`src/rtl/frame_scheduler_if.sv`:
```
// rtl/frame_scheduler_if.sv - refresh/draw handshake and status bundle for frame_scheduler
interface frame_scheduler_if #(
  parameter int DROP_W = 8
);
  logic              refresh;
  logic              draw_done;
  logic              active_frame;
  logic              draw_start;
  logic              swap;
  logic              move_tick;
  logic              busy;
  logic [DROP_W-1:0] drop_count;
  logic              timeout_err;

  modport master (
    output refresh, draw_done,
    input  active_frame, draw_start, swap, move_tick, busy, drop_count, timeout_err
  );

  modport slave (
    input  refresh, draw_done,
    output active_frame, draw_start, swap, move_tick, busy, drop_count, timeout_err
  );
endinterface

```
`src/rtl/frame_scheduler.sv`:
```
// rtl/frame_scheduler.sv - double-buffer draw/swap scheduler; FRAME_SCHED_TIMEOUT_EN adds a draw watchdog
module frame_scheduler #(
  parameter int MOVE_DIV       = 2,
  parameter int DROP_W         = 8,
  parameter int TIMEOUT_CYCLES = 420000
) (
  input logic              clk,
  input logic              rst,
  frame_scheduler_if.slave sched
);

  localparam int CNT_W = (MOVE_DIV > 1) ? $clog2(MOVE_DIV) : 1;

  typedef enum logic [1:0] {START, DRAW, HOLD} state_e;

  state_e            state_q;
  logic              active_q;
  logic              draw_start_q;
  logic              swap_q;
  logic              move_tick_q;
  logic              busy_q;
  logic [DROP_W-1:0] drop_q;
  logic [CNT_W-1:0]  swap_cnt_q;

  logic done_d;
  logic swap_d;
  logic drop_inc_d;
  logic timeout_hit_d;

  // draw_done is only honoured in DRAW, and not in the cycle the command is still out
  assign done_d = (state_q == DRAW) && !draw_start_q && sched.draw_done;
  assign swap_d = sched.refresh &&
                  (done_d || ((state_q == HOLD) && !swap_q));
  assign drop_inc_d = (state_q == DRAW) && !done_d && (sched.refresh || timeout_hit_d);

`ifdef FRAME_SCHED_TIMEOUT_EN
  localparam int TMR_W = $clog2(TIMEOUT_CYCLES + 1);

  logic [TMR_W-1:0] timer_q;
  logic             timeout_q;

  assign timeout_hit_d = (state_q == DRAW) && !done_d &&
                         (timer_q == TMR_W'(TIMEOUT_CYCLES - 1));

  always_ff @(posedge clk or posedge rst) begin
    if (rst) begin
      timer_q   <= '0;
      timeout_q <= 1'b0;
    end else begin
      if (state_q == START) begin
        timer_q <= '0;
      end else if (state_q == DRAW) begin
        timer_q <= timer_q + TMR_W'(1);
      end
      if (timeout_hit_d) begin
        timeout_q <= 1'b1;
      end
    end
  end

  assign sched.timeout_err = timeout_q;
`else
  assign timeout_hit_d     = 1'b0;
  assign sched.timeout_err = 1'b0;
`endif

  always_ff @(posedge clk or posedge rst) begin
    if (rst) begin
      state_q      <= START;
      active_q     <= 1'b0;
      draw_start_q <= 1'b0;
      swap_q       <= 1'b0;
      move_tick_q  <= 1'b0;
      busy_q       <= 1'b0;
      drop_q       <= '0;
      swap_cnt_q   <= '0;
    end else begin
      draw_start_q <= 1'b0;
      swap_q       <= 1'b0;
      move_tick_q  <= 1'b0;

      case (state_q)
        START: begin
          state_q      <= DRAW;
          draw_start_q <= 1'b1;
          busy_q       <= 1'b1;
        end
        DRAW: begin
          if (done_d) begin
            state_q <= HOLD;
            busy_q  <= 1'b0;
          end else if (timeout_hit_d) begin
            state_q <= START;
            busy_q  <= 1'b0;
          end
        end
        HOLD: begin
          // the swap cycle itself stays in HOLD so the next command trails swap by two
          if (swap_q) begin
            state_q <= START;
          end
        end
        default: begin
          state_q <= START;
          busy_q  <= 1'b0;
        end
      endcase

      if (swap_d) begin
        active_q <= ~active_q;
        swap_q   <= 1'b1;
        if (swap_cnt_q == CNT_W'(MOVE_DIV - 1)) begin
          swap_cnt_q  <= '0;
          move_tick_q <= 1'b1;
        end else begin
          swap_cnt_q <= swap_cnt_q + CNT_W'(1);
        end
      end

      if (drop_inc_d && !(&drop_q)) begin
        drop_q <= drop_q + DROP_W'(1);
      end
    end
  end

  assign sched.active_frame = active_q;
  assign sched.draw_start   = draw_start_q;
  assign sched.swap         = swap_q;
  assign sched.move_tick    = move_tick_q;
  assign sched.busy         = busy_q;
  assign sched.drop_count   = drop_q;

endmodule

```
`src/flat_wrapper.sv`:
```
// flat-port wrapper written by rule: the top's interface ports become plain ports
module frame_scheduler_flat 
#(
  parameter int MOVE_DIV       = 2,
  parameter int DROP_W         = 8,
  parameter int TIMEOUT_CYCLES = 420000
)
  (clk, rst, sched_refresh, sched_draw_done, sched_active_frame, sched_draw_start, sched_swap, sched_move_tick, sched_busy, sched_drop_count, sched_timeout_err);
  frame_scheduler_if #(.DROP_W(DROP_W)) sched_i ();
  input logic clk;
  input logic rst;
  input wire logic [$bits(sched_i.refresh)-1:0] sched_refresh;
  input wire logic [$bits(sched_i.draw_done)-1:0] sched_draw_done;
  output wire logic [$bits(sched_i.active_frame)-1:0] sched_active_frame;
  output wire logic [$bits(sched_i.draw_start)-1:0] sched_draw_start;
  output wire logic [$bits(sched_i.swap)-1:0] sched_swap;
  output wire logic [$bits(sched_i.move_tick)-1:0] sched_move_tick;
  output wire logic [$bits(sched_i.busy)-1:0] sched_busy;
  output wire logic [$bits(sched_i.drop_count)-1:0] sched_drop_count;
  output wire logic [$bits(sched_i.timeout_err)-1:0] sched_timeout_err;
  assign sched_i.refresh = sched_refresh;
  assign sched_i.draw_done = sched_draw_done;
  assign sched_active_frame = sched_i.active_frame;
  assign sched_draw_start = sched_i.draw_start;
  assign sched_swap = sched_i.swap;
  assign sched_move_tick = sched_i.move_tick;
  assign sched_busy = sched_i.busy;
  assign sched_drop_count = sched_i.drop_count;
  assign sched_timeout_err = sched_i.timeout_err;
  frame_scheduler #(.MOVE_DIV(MOVE_DIV), .DROP_W(DROP_W), .TIMEOUT_CYCLES(TIMEOUT_CYCLES)) u_core (.clk(clk), .rst(rst), .sched(sched_i));
endmodule
```
`config.mk`:
```
export PLATFORM = sky130hd
export DESIGN_NAME = frame_scheduler_flat
export DESIGN_NICKNAME = d
export VERILOG_FILES = /design/src/rtl/frame_scheduler_if.sv /design/src/rtl/frame_scheduler.sv /design/src/flat_wrapper.sv
export SDC_FILE = /design/constraint.sdc
export NUM_CORES = 1
export LEC_CHECK = 0
export CORE_MARGIN = 3
export CORE_UTILIZATION = 46
export DETAILED_ROUTE_END_ITERATION = 10
export GPL_TIMING_DRIVEN = 0
export PLACE_DENSITY = 0.75
export SYNTH_ARGS = -nofsm -noshare
export SYNTH_HDL_FRONTEND = slang
export SYNTH_SLANG_ARGS = --single-unit
```
`constraint.sdc`:
```
create_clock -name clk -period 1.7 [get_ports clk]
set_input_delay 0.17 -clock clk [delete_from_list [all_inputs] [get_ports clk]]
set_output_delay 0.17 -clock clk [all_outputs]
set_load 0.02 [all_outputs]
```
## After elaboration in Yosys (flattened, before gate mapping)

Index checks and enable logic that the tools add are counted.

- Output and inout bits: 14
- Bits in registers: 16
- Bits of input ports: 4
- Logic and storage cells: 42

- Bitwise logic cells: 2
- Eq/ne operators: 4
- Mux-type cells: 10
- Reductions and logical operators: 16
- Add/subtract/negate cells: 2

Operators by type and width:

| kind | number |
|---|---|
| $add A8 B1 Y8 const B | 1 |
| $reduce_and A8 Y1 | 1 |
| $logic_and A1 B1 Y1 | 7 |
| $mux W1 | 6 |
| $pmux W2 S3 | 1 |
| $logic_not A1 Y1 | 4 |
| $mux W2 | 2 |
| $ne A2 B1 Y1 const B | 2 |
| $reduce_and A2 Y1 | 2 |
| $pmux W1 S3 | 1 |
| $eq A2 B1 Y1 const B | 1 |
| $eq A2 B2 Y1 const B | 1 |
| $logic_not A2 Y1 | 1 |
| $not A1 Y1 | 2 |
| $add A1 B1 Y1 const B | 1 |
| $logic_or A1 B1 Y1 | 1 |

## Longest topological paths before layout

Gate-level depths: netlist (run 1).

- Depth in word-level cells: 7
- Gate-level depth with buffers: 5

## Least setup slack after synthesis (run 1)

No wires, ideal clock.

- Kind: reg2reg
- Start: register u_core.drop_q[0], in the netlist u_core.sched.drop_count[0]
- End: register u_core.drop_q[1], in the netlist u_core.sched.drop_count[1]
- Period minus slack after synthesis: 1.559 ns
- Cell stages (with the launch flop): 6
- Setup slack: 0.141 ns
- Data arrival time: 1.434 ns
- Path buffers: 0
- Library setup time: 0.125 ns
- Required time: 1.575 ns
- Path through: dfrtp_1 -> ha_1 -> nand2_1 -> nor3_4 -> nor2_2 -> mux2_4

- Cells in the longest elaborated chain, start to end: 3

RTL lines:

| item | RTL line | source |
|---|---|---|
| start: declaration | frame_scheduler.sv:22 | `logic [DROP_W-1:0] drop_q;` |
| start signal: assignment | frame_scheduler.sv:121 | `drop_q <= drop_q + DROP_W'(1);` |
| branches (longest 3 deep; another with $add A8 B1 Y8) | -- |  |

Parallel ways; which one is timed is not known.
A chain may end at the register's enable or synchronous reset.

## Final worst setup path (run 1)

Ends and elaborated chain as after synthesis.

==> results of run 1 <==
path summary, 6_finish.rpt:
kind / endpoint / slack (ps) / depth (start not counted)
worst min-delay path: u_core.sched.drop_count[3] / 250 / 2
worst min register to register: u_core.swap_cnt_q / 470 / 1
worst max register to register: u_core.sched.drop_count[1] / 170 / 5
min in group clk: u_core.swap_cnt_q / 470 / 1
worst max-delay path: u_core.sched.drop_count[1] / 170 / 5
max in group asynchronous: u_core.sched.drop_count[7] / 1060 / 2
logic make-up after synthesis:
| kind of cell | count (synthesis) | share of synthesized area (%) |
|---|---|---|
| simple gates | 24 | 25.26 |
| flops | 16 | 54.24 |
| xor+xnor | 7 | 8.305 |
| compound gates | 5 | 3.899 |
| buf+inv | 4 | 2.543 |
| mux | 2 | 3.559 |
| fa+ha+maj | 1 | 1.695 |
| other cells | 1 | 0.5080 |
report_power, final:
part	leakage, nW	switching (mW)	internal [mW]
combinational	0.223	0.317	0.338
clock	0.0138	0.106	0.0821
sequential	0.197	0.139	0.520
layout by cell type (no fill, tap or decap):
master | synthesis | final
or2_1 | 1 | 1
mux2_1 | 1 | 1
nor3_4 | 1 | 1
and3_1 | 1 | 1
nand3_1 | 1 | 1
a21oi_1 | 2 | 2
buf_4 | 1 | 1
nor2b_1 | 1 | 1
inv_1 | 3 | 3
clkbuf_4 | 0 | 3
nor3b_1 | 1 | 1
or2_0 | 1 | 1
mux2_4 | 1 | 1
nand2b_1 | 3 | 3
xnor2_1 | 2 | 2
nor4_2 | 2 | 2
a21o_1 | 1 | 1
nor4b_2 | 1 | 1
nor4_1 | 1 | 1
nor3_1 | 1 | 1
dfrtp_1 | 16 | 16
nor2_1 | 1 | 1
clkdlybuf4s50_1 | 0 | 16
ha_1 | 1 | 1
nand4b_4 | 1 | 1
conb_1 | 1 | 1
nor2_2 | 1 | 1
nand3_2 | 1 | 1
o21ai_0 | 1 | 1
nand2_1 | 5 | 5
xor2_1 | 5 | 5
o22ai_1 | 1 | 1
final cells by class:
cell class,count,area share [%]
repair buffers,16,17.04
clock buffers,3,2.397
multi-input cells,40,33.95
flip-flops and latches,16,42.61
inverters,3,1.198
well taps,15,1.997
plain buffers,1,0.7989
state kept, by name, indices dropped and copies added (netlist names):
signal,flops
u_core.sched.drop_count,8
u_core.state_q,2
u_core.sched.active_frame,1
u_core.sched.busy,1
u_core.sched.draw_start,1
u_core.sched.move_tick,1
u_core.sched.swap,1
u_core.swap_cnt_q,1
worst max-delay path: stages (launching register included):
cell and delay [ps]:
dfrtp_1 410, ha_1 180, nand2_1 130, nor3_4 310
nor2_2 90, mux2_4 300
stage by stage:
step	util (%)	power [mW]	worst slack [ps]	cell area [um2]
after floorplan	-	1.053	140.8	738.2
after global placement	65.56	1.309	10.30	917.1
after detailed placement	65.56	1.327	-15.40	917.1
after CTS	67.17	1.522	160.1	939.7
after global routing	67.17	1.627	41.89	939.7
final	67.17	1.501	169.2	939.7
Yosys cell counts:
cell,number
xnor2_1,2
nor4b_2,1
nor3_4,1
dfrtp_1,16
nand4b_4,1
or2_0,1
mux2_1,1
nand3_2,1
xor2_1,5
a21oi_1,2
nor4_2,2
buf_4,1
nor2b_1,1
conb_1,1
nand2b_1,3
nor2_2,1
nor4_1,1
inv_1,3
nor2_1,1
ha_1,1
nand3_1,1
o21ai_0,1
mux2_4,1
or2_1,1
o22ai_1,1
a21o_1,1
nand2_1,5
nor3_1,1
nor3b_1,1
and3_1,1
routing by layer:
| metal | vias to the layer above | wire length (um) | part of all wire [%] | global-route usage (%) |
|---|---|---|---|---|
| li1 | 243 | - | - | - |
| met1 | 225 | 570 | 48 | 20.60 |
| met2 | 16 | 507 | 43 | 20.60 |
| met3 | 2 | 89 | 7.5 | 6.250 |
| met4 | 0 | 12 | 1.0 | 3.409 |
| met5 | - | 0 | 0 | 0 |
==> impl_metrics.csv, run 1 <==
group,metric,value,unit
run_status,status,"complete, no violations",
global_route,grt-ovfl-total,0,
worst_setup_path,critPathMaxFanout,5,
timing,rsz0062_at_grt,"false",
placed_design,dp.cells,91,
route,drtIter0Drc,6,
clock_tree,clock_sinks,16,
route,wl_per_cell,12.54,um
global_route,grt_util_all_layers,14.59,%
clock_tree,clk_path_buf_depth,2,
worst_setup_path,cp_data_required_time,1860,ps
run,drv_cap,0,
power,power.leakage,0.4332,nW
global_route,grt_first_pass_wirelength,2.201,mm
final_layout,area_delta_synth_final,27.29,%
timing,hold_viol,0,
worst_setup_path,end_kind,"flip-flop",
synthesis,netlist_instances,60,
placed_design,io_buffers,16,
timing,fin_crit_sh,90.05,%
worst_setup_path,crit_start,"u_core.sched.drop_count[0]",
timing,worst_clock_skew,6.776,ps
power,p_per_area,1597,mW/mm2
timing,hold-worst-slack,251.0,ps
final_layout,multiInputGateArea,319.1,um2
floorplanning,top_level_ports,18,
synthesis,synth_area_leader_cell,"dfrtp_1",
floorplanning,die_area,0.002122,mm2
floorplanning,start_util,52.77,%
timing,setup_viol,0,
clock_tree,post_cts_buffers,0,
synthesis,synthTopCellsByArea,"dfrtp_1 (54%), xor2_1 (5.9%), nor4_2 (3.4%)",
floorplanning,dieHeight,46.06,um
global_route,grt_pass1_vias,487,
clock_tree,clkLatencyLatePin,280,ps
synthesis,syn_area_per_cell,12.30,um2
synthesis,synth_area,738.2,um2
worst_setup_path,r2r_start,"u_core.sched.drop_count[0]",
final_layout,n_antenna_cell,0,
global_route,grt_max_degree,17,
route,drcViolationCount,0,
final_layout,fin_nets,86,
synthesis,synth_top_area_share,54.24,%
worst_setup_path,crit_arrival,1690,ps
synthesis,synth_seq_cells,16,
worst_setup_path,critPathKind,"flip-flop to flip-flop",
synthesis,synth_fp_nets,65,
timing,setup-tns-final,0,ps
floorplanning,num_rows,13,
placed_design,gp_congestion,0.6929,
clock_tree,cts_tree,"done",
clock_tree,ctsHtreeMaxLevel,1,
floorplanning,fp.coreArea,0.001399,mm2
clock_tree,cts_hold_buf,0,
final_layout,n_fill_cell,114,
clock_tree,numCtsBuffers,3,
route,ant_nets,0,
timing,max_freq,0.6532,GHz
route,vias_per_cell,5.170,
clock_tree,cts_resized,0,
placed_design,dp_hpwl,921.6,um
timing,fin_crit,1531,ps
route,dr.pass1.iters,3,
hold_path,hold_path_class,"input pin to asynchronous set/reset pin",
synthesis,synth_cell_types,30,
clock_tree,path_clk_slew,90,ps
route,drt-total-wl,1.179,mm
clock_tree,cts-root-buf,"clkbuf_4",
final_layout,regArea,400.4,um2
power,ir_drop,1.237,mV
final_layout,drive_gt1_share,15.19,%
final_layout,layoutNonFillerInstCount,94,
floorplanning,die_x,46.06,um
worst_setup_path,critPathLaunchType,"flip-flop",
route,route.vias.total,486,
timing,timing_worst_slew_pin_value,592.6,ps
timing,worst_slew_margin_rel,60.45,%
global_route,grt_antenna_before_repair,0,
timing,slew_violations,0,
synthesis,seq_area_frac_synth,54.24,%
synthesis,ys_warn_count,0,
Note: power is estimated with default switching activity, not from simulation.
==> run 2, diff against run 1 <==
--- a/config.mk
+++ b/config.mk
@@ -5,11 +5,11 @@
 export SDC_FILE = /design/constraint.sdc
 export NUM_CORES = 1
 export LEC_CHECK = 0
+export CORE_ASPECT_RATIO = 1.75
 export CORE_MARGIN = 3
-export CORE_UTILIZATION = 46
+export CORE_UTILIZATION = 30
 export DETAILED_ROUTE_END_ITERATION = 10
 export GPL_TIMING_DRIVEN = 0
-export PLACE_DENSITY = 0.75
 export SYNTH_ARGS = -nofsm -noshare
 export SYNTH_HDL_FRONTEND = slang
 export SYNTH_SLANG_ARGS = --single-unit
==> impl_metrics.csv, run 2 (same netlist as run 1, synthesis figures left out) <==
group,metric,value,unit
power,switching_power,574.1,uW
worst_setup_path,critPathMaxFanout,5,
clock_tree,ctsHtreeMaxLevel,1,
global_route,grt_first_pass_wirelength,2.208,mm
floorplanning,die_x,43.50,um
route,vias_per_cell,4.817,
clock_tree,path_clk_slew,60,ps
worst_setup_path,critPathLaunchType,"flip-flop",
clock_tree,clk_path_buf_depth,2,
timing,max_freq,0.6458,GHz
clock_tree,cts_resized,0,
global_route,grt_max_degree,17,
floorplanning,dieHeight,71.62,um
global_route,grt_antenna_before_repair,0,
run,drv_cap,0,
final_layout,n_antenna_cell,0,
timing,fin_crit_sh,91.08,%
route,dr.pass1.iters,2,
route,drt-total-wl,1.287,mm
power,clkPwrFrac,17.2,%
clock_tree,cts-root-buf,"clkbuf_8",
floorplanning,fp.coreArea,0.002331,mm2
worst_setup_path,slowest_delay,400,ps
timing,rsz0062_at_grt,"false",
placed_design,dp_hpwl,1.008,mm
floorplanning,die_area,0.003115,mm2
final_layout,fin_nets,86,
placed_design,gp_congestion,0.6922,
final_layout,n_fill_cell,224,
floorplanning,start_util,31.67,%
worst_setup_path,worst_path_max_delay_cell,"dfrtp_1",
final_layout,final_cell_area,970.9,um2
power,power.leakage,0.4410,nW
clock_tree,cts_hold_buf,0,
timing,worst_slew_margin_rel,59.39,%
clock_tree,cts_tree,"done",
final_layout,most-common-layout-cells,"clkdlybuf4s50_1 (16), dfrtp_1 (16), nand2_1 (5), xor2_1 (5)",
floorplanning,top_level_ports,18,
timing,hold_viol,0,
worst_setup_path,cp_data_required_time,1830,ps
hold_path,hold_path_class,"input pin to asynchronous set/reset pin",
power,ir_drop,0.9756,mV
route,wl_per_cell,12.38,um
timing,fin_crit,1548,ps
worst_setup_path,end_kind,"flip-flop",
power,share_comb_of_total_power,41.2,%
final_layout,area_delta_synth_final,31.53,%
global_route,grt_util_all_layers,9.531,%
final_layout,layoutNonFillerInstCount,104,
route,route.vias.total,501,
global_route,grt-ovfl-total,0,
timing,setup_viol,0,
power,internal_power,1.015,mW
power,p_sw_share,36.13,%
worst_setup_path,r2r_start,"u_core.sched.drop_count[0]",
power,seqPwrFrac,41.6,%
final_layout,drive_gt1_share,15.19,%
power,p_per_area,1637,mW/mm2
run_status,status,"complete, no violations",
final_layout,largest_reg_flops,8,
global_route,grt_pass1_vias,513,
worst_setup_path,crit_arrival,1680,ps
route,ant_nets,0,
placed_design,io_buffers,16,
timing,worst_clock_skew,5.390,ps
timing,hold-worst-slack,292.4,ps
worst_setup_path,crit_start,"u_core.sched.drop_count[0]",
timing,timing_worst_slew_pin_value,608.5,ps
route,drcViolationCount,0,
placed_design,dp.cells,101,
floorplanning,num_rows,23,
timing,slew_violations,0,
clock_tree,post_cts_buffers,0,
clock_tree,clkLatencyLatePin,250,ps
worst_setup_path,cp_cell_sequence,"ha_1 > nand2_1 > nor3_4 > nor2_2 > mux2_4",
placed_design,placed_area,929.6,um2
worst_setup_path,critPathKind,"flip-flop to flip-flop",
route,drtIter0Drc,3,
clock_tree,clock_sinks,16,
clock_tree,numCtsBuffers,3,
run 2: cell count changes in the layout (fill, tap and decap cells not counted):
| cell | previous run | this run |
|---|---|---|
| clkbuf_8 | 0 | 3 |
| clkbuf_4 | 3 | 0 |
run 2: power groups by stage:
| stage | Clock, mW | Combinational (mW) | Sequential, mW |
|---|---|---|---|
| floorplan | 0 | 0.284 | 0.768 |
| global placement | 0 | 0.653 | 0.665 |
| detailed placement | 0 | 0.662 | 0.668 |
| CTS | 0.285 | 0.665 | 0.664 |
| global route | 0.305 | 0.716 | 0.684 |
| finish | 0.274 | 0.655 | 0.660 |
run 2: metrics by stage:
stage	util, %	worst slack (ps)	TNS [ps]	power, mW
after floorplan	-	140.8	0	1.053
after global placement	39.88	-1.504	-1.504	1.318
after detailed placement	39.88	-20.75	-20.75	1.330
after CTS	41.65	141.8	0	1.614
after global routing	41.65	18.25	0	1.706
final	41.65	151.6	0	1.589
run 2: final timing paths:
check,endpoint,slack (ps),cells after the start
hold reg to reg,u_core.swap_cnt_q,470,1
setup / recovery,u_core.sched.drop_count[1],150,5
hold / removal,u_core.sched.drop_count[6],290,2
setup reg to reg,u_core.sched.drop_count[1],150,5
max in group asynchronous,u_core.state_q[1],1010,2
min in group clk,u_core.swap_cnt_q,470,1
run 2: critical path, delay by kind of cell (launching register included):
| family | cells | cell delay [ps] |
|---|---|---|
| fa+ha+maj | 1 | 180 |
| flops | 1 | 400 |
| mux | 1 | 300 |
| simple gates | 3 | 550 |
run 2: cell type report:
| cell class | count | area (um2) | area share, % |
|---|---|---|---|
| buffer | 1 | 7.507 | 0.7732 |
| clock buffer | 3 | 41.29 | 4.253 |
| inverter | 3 | 11.26 | 1.160 |
| multi-input combinational | 40 | 319.1 | 32.86 |
| sequential | 16 | 400.4 | 41.24 |
| tap | 25 | 31.28 | 3.222 |
| timing repair buffer | 16 | 160.2 | 16.49 |
run 2: metal layers:
layer  global-route usage, %  wire [um]
met1                   9.600        480
met2                   16.31        715
met4                   8.054         51
met5                       0          0
met3                   1.508         39
==> run 3, diff against run 2 <==
--- a/config.mk
+++ b/config.mk
@@ -9,6 +9,7 @@
 export CORE_MARGIN = 3
 export CORE_UTILIZATION = 30
 export DETAILED_ROUTE_END_ITERATION = 10
+export GPL_ROUTABILITY_DRIVEN = 0
 export GPL_TIMING_DRIVEN = 0
 export SYNTH_ARGS = -nofsm -noshare
 export SYNTH_HDL_FRONTEND = slang
==> results of run 3 <==
No change in the layout: final DEF, timing and power equal those of run 2.
